==> config.mk <==
export PLATFORM = sky130hd
export DESIGN_NAME = multicycle_ctrl
export DESIGN_NICKNAME = d
export VERILOG_FILES = /design/src/rtl/multicycle_ctrl.sv
export SDC_FILE = /design/constraint.sdc
export NUM_CORES = 1
export LEC_CHECK = 0
export ABC_AREA = 1
export CAP_MARGIN = 20
export CORE_MARGIN = 2
export CORE_UTILIZATION = 33
export CTS_BUF_LIST = sky130_fd_sc_hd__clkbuf_2 sky130_fd_sc_hd__clkbuf_4 sky130_fd_sc_hd__clkbuf_8
export CTS_CLUSTER_DIAMETER = 60
export DETAILED_ROUTE_END_ITERATION = 7
export GPL_ROUTABILITY_DRIVEN = 0
export GPL_TIMING_DRIVEN = 0
export PLACE_DENSITY = 0.61
export SETUP_SLACK_MARGIN = 0.4
export SLEW_MARGIN = 20
export SYNTH_ARGS = -nofsm -noshare
export SYNTH_HDL_FRONTEND = slang
export SYNTH_SLANG_ARGS = --single-unit
==> constraint.sdc <==
create_clock -name clk -period 1.4 [get_ports clk]
set_input_delay 0.35 -clock clk [delete_from_list [all_inputs] [get_ports clk]]
set_output_delay 0.35 -clock clk [all_outputs]
set_load 0.005 [all_outputs]
==> src/rtl/multicycle_ctrl.sv <==
// Main FSM controller for a multi-cycle RV32I subset core.
// Shared ALU and single-port memory sequencing, ready handshake, retire counter and illegal-opcode trap.
module multicycle_ctrl #(
  parameter int CNT_W = 32
) (
  input  logic             clk,
  input  logic             rst_n,
  input  logic [31:0]      instr,
  input  logic             EQ,
  input  logic             mem_ready,
  output logic             PCWrite,
  output logic             PCsrc,
  output logic             IRWrite,
  output logic             AdrSrc,
  output logic             MemWrite,
  output logic             RegWrite,
  output logic [1:0]       ALUSrcA,
  output logic [1:0]       ALUSrcB,
  output logic [1:0]       ALUOp,
  output logic [2:0]       ImmSrc,
  output logic [1:0]       ResultSrc,
  output logic [CNT_W-1:0] retired,
  output logic [3:0]       state_o,
  output logic             trap
);

  typedef enum logic [3:0] {
    S_FETCH  = 4'd0,  S_DECODE = 4'd1,  S_MEMADR = 4'd2, S_MEMRD  = 4'd3,
    S_MEMWB  = 4'd4,  S_MEMWR  = 4'd5,  S_EXEC_R = 4'd6, S_EXEC_I = 4'd7,
    S_ALUWB  = 4'd8,  S_BRANCH = 4'd9,  S_JALR   = 4'd10, S_TRAP  = 4'd15
  } state_t;

  localparam logic [6:0] OP_LOAD  = 7'b0000011;
  localparam logic [6:0] OP_STORE = 7'b0100011;
  localparam logic [6:0] OP_RTYPE = 7'b0110011;
  localparam logic [6:0] OP_ITYPE = 7'b0010011;
  localparam logic [6:0] OP_BRAN  = 7'b1100011;
  localparam logic [6:0] OP_JALR  = 7'b1100111;

  state_t           state_q, state_d;
  logic [CNT_W-1:0] retired_q;
  logic             trap_q;
  logic             retire_s;
  logic             mem_rdy_s;
  logic [6:0]       op_s;
  logic [2:0]       funct3_s;
  logic             unused_bits_s;

  assign op_s          = instr[6:0];
  assign funct3_s      = instr[14:12];
  assign unused_bits_s = ^{instr[31:15], instr[11:7]};
  // Reset must look like FETCH with no memory completion, so no write enable leaks out.
  assign mem_rdy_s     = mem_ready & rst_n;

  // Next-state, retire strobe and control decode from the current state.
  always_comb begin
    state_d   = state_q;
    retire_s  = 1'b0;
    PCWrite   = 1'b0;
    PCsrc     = 1'b0;
    IRWrite   = 1'b0;
    AdrSrc    = 1'b0;
    MemWrite  = 1'b0;
    RegWrite  = 1'b0;
    ALUSrcA   = 2'b00;
    ALUSrcB   = 2'b00;
    ALUOp     = 2'b00;
    ResultSrc = 2'b00;
    case (op_s)
      OP_LOAD, OP_ITYPE: ImmSrc = 3'b000;
      OP_STORE:          ImmSrc = 3'b001;
      OP_BRAN:           ImmSrc = 3'b010;
      OP_JALR:           ImmSrc = 3'b100;
      default:           ImmSrc = 3'b000;
    endcase
    case (state_q)
      S_FETCH: begin
        ALUSrcB = 2'b10;
        if (mem_rdy_s) begin
          IRWrite = 1'b1;
          PCWrite = 1'b1;
          state_d = S_DECODE;
        end else begin
          state_d = S_FETCH;
        end
      end
      S_DECODE: begin
        ALUSrcA = 2'b01;
        ALUSrcB = 2'b01;
        case (op_s)
          OP_LOAD, OP_STORE: state_d = S_MEMADR;
          OP_RTYPE:          state_d = S_EXEC_R;
          OP_ITYPE:          state_d = S_EXEC_I;
          OP_BRAN:           state_d = S_BRANCH;
          OP_JALR:           state_d = S_JALR;
          default:           state_d = S_TRAP;
        endcase
      end
      S_MEMADR: begin
        ALUSrcA = 2'b10;
        ALUSrcB = 2'b01;
        state_d = (op_s == OP_LOAD) ? S_MEMRD : S_MEMWR;
      end
      S_MEMRD: begin
        AdrSrc  = 1'b1;
        state_d = mem_rdy_s ? S_MEMWB : S_MEMRD;
      end
      S_MEMWB: begin
        ResultSrc = 2'b01;
        RegWrite  = 1'b1;
        state_d   = S_FETCH;
        retire_s  = 1'b1;
      end
      S_MEMWR: begin
        AdrSrc   = 1'b1;
        MemWrite = 1'b1;
        if (mem_rdy_s) begin
          state_d  = S_FETCH;
          retire_s = 1'b1;
        end else begin
          state_d  = S_MEMWR;
        end
      end
      S_EXEC_R: begin
        ALUSrcA = 2'b10;
        ALUOp   = 2'b10;
        state_d = S_ALUWB;
      end
      S_EXEC_I: begin
        ALUSrcA = 2'b10;
        ALUSrcB = 2'b01;
        ALUOp   = 2'b10;
        state_d = S_ALUWB;
      end
      S_ALUWB: begin
        RegWrite = 1'b1;
        state_d  = S_FETCH;
        retire_s = 1'b1;
      end
      S_BRANCH: begin
        ALUSrcA = 2'b10;
        ALUOp   = 2'b01;
        PCsrc   = 1'b1;
        case (funct3_s)
          3'b000:  PCWrite = EQ;
          3'b001:  PCWrite = ~EQ;
          default: PCWrite = 1'b0;
        endcase
        state_d  = S_FETCH;
        retire_s = 1'b1;
      end
      S_JALR: begin
        ALUSrcA   = 2'b10;
        ALUSrcB   = 2'b01;
        PCWrite   = 1'b1;
        RegWrite  = 1'b1;
        ResultSrc = 2'b10;
        state_d   = S_FETCH;
        retire_s  = 1'b1;
      end
      S_TRAP:  state_d = S_TRAP;
      default: state_d = S_TRAP;
    endcase
  end

  // State, retire counter and sticky trap flag.
  always_ff @(posedge clk or negedge rst_n) begin
    if (!rst_n) begin
      state_q   <= S_FETCH;
      retired_q <= {CNT_W{1'b0}};
      trap_q    <= 1'b0;
    end else begin
      state_q <= state_d;
      if (retire_s) begin
        retired_q <= retired_q + {{(CNT_W-1){1'b0}}, 1'b1};
      end else begin
        retired_q <= retired_q;
      end
      trap_q <= trap_q | (state_d == S_TRAP);
    end
  end

  assign retired = retired_q;
  assign state_o = state_q;
  assign trap    = trap_q;

endmodule
==> impl_metrics.env <==
export IMPL_critical_path_class="flop to output port"
export IMPL_dp_cells=600
export IMPL_dieArea_mm2=0.00869
export IMPL_yosysWarnings=0
export IMPL_clk_path_buf_depth=2
export IMPL_min_delay_path_class="primary input to async pin"
export IMPL_antenna_left=0
export IMPL_setup_violations=54
export IMPL_cts_sinks=37
export IMPL_required_ns=1.05
export IMPL_finalHoldViolCount=23
export IMPL_grt_pass1_wl_um=15700
export IMPL_cts_hold_buf=1
export IMPL_violations="negative hold slack, negative setup slack"
export IMPL_grt_antenna_before_repair=0
export IMPL_synth_top_area_share=0.352
export IMPL_cts_buffers=5
export IMPL_synth_enable_flop_cells=0
export IMPL_boundaryPins=90
export IMPL_start_util=0.340
export IMPL_syn_avg_cell_area_um2=6.11
export IMPL_yosysTopAreaCell="dfrtp_1"
export IMPL_status="finished, violations left"
export IMPL_period_share=1.32
export IMPL_tns_ns=-14.39
export IMPL_antenna_cells=0
export IMPL_vias=3417
export IMPL_fin_crit_ns=1.85
export IMPL_cp_data_arrival_time_ns=1.50
export IMPL_syn_to_final_growth_pct=82.6
export IMPL_max_slew_worst_pin_slew_ns=0.649
export IMPL_drive_gt1_frac=0.429
export IMPL_synthesis_area_mm2=0.00263
export IMPL_htreeDepth=2
export IMPL_grt_max_degree=25
export IMPL_num_rows=32
export IMPL_nets=652
export IMPL_ys_seq_area_frac=0.352
export IMPL_vdd_drop_max_uv=299
export IMPL_routedWlPerCell_um=14.5
export IMPL_clk_pin_slew_ns=0.08
export IMPL_syn_inst=430
export IMPL_clock_skew_ns=0.00580
export IMPL_clock_latency_ns=0.30
export IMPL_drtIter0Drc=122
export IMPL_grt_setup_unrepaired="yes"
export IMPL_yosysMostFrequentCell="nand2_1"
export IMPL_max_freq_mhz=539
export IMPL_synth_nets=467
export IMPL_firstDrtPassIters=4
export IMPL_yosys_most_used_dff="dfrtp_1"
export IMPL_synth_seq_cells=37
export IMPL_crit_fanout=4
export IMPL_final_util=0.621
export IMPL_critPathCaptureType="output port"
export IMPL_io_buffers=67
export IMPL_holdWs_ns=-0.0321
export IMPL_setup_ws_ns=-0.454
export IMPL_grt_usage=0.229
export IMPL_grt_ovfl_total=0
export IMPL_cts_root_buffer="clkbuf_8"
export IMPL_cp_start_kind="flop"
export IMPL_relSlewSlack=0.568
export IMPL_finalNonFillerCells=718
export IMPL_die_w_um=93.2
export IMPL_powerDensity_mw_per_mm2=432
export IMPL_die_height_um=93.2
export IMPL_synth_async_reset_ratio=1.00
export IMPL_tritoncts="yes"
export IMPL_wirelength_um=10400
export IMPL_slew_viol_final=0
export IMPL_viasPerCell=4.76
export IMPL_synthTopCellsByCount="nand2_1, nor2_1, inv_1"
export IMPL_core_area_mm2=0.00773
export IMPL_route_detailed_drc=0
export IMPL_maxCapViolations=0
export IMPL_synth_area_leaders="dfrtp_1, nand2_1, nor2_1, inv_1, nand3_1"
export IMPL_hpwl_um=5820
export IMPL_grt_pass1_vias=3331
export IMPL_p_leak_nw=2.43
export IMPL_yosys_cell_types_count=24
[final timing paths]
kind / startpoint / end / slack, ns / cells past startpoint
worst max-delay path: state_o[3]$_DFF_PN0_ / PCWrite / -0.45 / 8
worst min-delay path: rst_n / retired[24]$_DFFE_PN0P_ / -0.03 / 2
worst max register to register: state_o[0]$_DFF_PN0_ / retired[30]$_DFFE_PN0P_ / -0.35 / 11
worst min register to register: retired[6]$_DFFE_PN0P_ / retired[6]$_DFFE_PN0P_ / 0.57 / 2
max in group asynchronous: rst_n / retired[3]$_DFFE_PN0P_ / 0.69 / 2
min in group clk: instr[6] / state_o[3]$_DFF_PN0_ / 0.33 / 3
[routing by layer]
| metal | track usage | wire length, um | up-vias |
|---|---|---|---|
| li1 | - | - | 1677 |
| met1 | 0.281 | 4090 | 1603 |
| met2 | 0.417 | 5400 | 106 |
| met3 | 0.0290 | 550 | 31 |
| met4 | 0.0662 | 357 | 0 |
| met5 | 0 | 0 | - |
[final cells by class]
cell class / instances / area, um2
Clock buffer: 7 / 96.3
Tap cell: 102 / 128
Multi-Input combinational cell: 336 / 1690
Buffer: 7 / 95.1
Sequential cell: 37 / 947
Clock inverter: 1 / 5.00
Timing Repair Buffer: 178 / 1620
Inverter: 50 / 215
Fill cell: 684 / 2930
[report_power, final]
part / leakage, nW / switching (W) / internal [W] / total [W]
sequential: 0.460 / 0 / 0.00107 / 0.00107
combinational: 1.91 / 0.0000698 / 0.0000772 / 0.000147
clock: 0.0542 / 0.000413 / 0.000445 / 0.000858
[flip-flops by register name (all words and copies together) (netlist names)]
name	flops
retired	32
state_o	4
trap	1
[worst max-delay path, stage by stage, from the launching register on]
cell and delay (ns):
dfrtp_2 0.47, buf_6 0.15, nand2_8 0.07, nor2_4 0.04
inv_1 0.08, nor2_1 0.06, a21oi_2 0.17, nand2_4 0.06
buf_6 0.11
[layout by cell type (no fill, tap or decap), types with 6 or more instances in the layout]
cell | netlist | layout
buf_2 | 2 | 27
buf_4 | 2 | 73
buf_6 | 2 | 65
clkbuf_8 | 0 | 7
dfrtp_1 | 37 | 20
dfrtp_2 | 0 | 17
inv_1 | 50 | 37
inv_2 | 0 | 7
nand2_1 | 196 | 184
nand2_2 | 3 | 8
nand3_1 | 27 | 21
nand4_1 | 6 | 6
nor2_1 | 67 | 55
nor2_2 | 6 | 11
nor2_4 | 0 | 7
xor2_1 | 10 | 10
[kinds of logic after synthesis]
group           after synthesis  share of synthesized area
compound gates               10                     0.0219
xor+xnor                     15                     0.0500
fa+ha+maj                     1                    0.00476
buf+inv                      57                     0.0952
flops                        37                      0.352
simple gates                310                      0.476
[metrics by stage]
stage	setup slack [ns]	total power, W	instance area, um2
2_1_floorplan	0.0343	0.00111	2720
3_3_place_gp	-2.18	0.00119	3520
3_5_place_dp	-0.851	0.00119	3530
4_1_cts	-0.357	0.00207	4550
5_1_grt	-0.500	0.00213	4800
6_report	-0.454	0.00207	4800
[repair_timing]
item / in CTS / in global routing
endpoints found under the setup margin: 91 / 105
pin swaps: 24 / 7
endpoints found under the hold margin: 14 / 16
resized for setup: 355 / 38
cloned: 3 / 1
buffers inserted: 92 / 13
(Power assumes the default switching activity.)
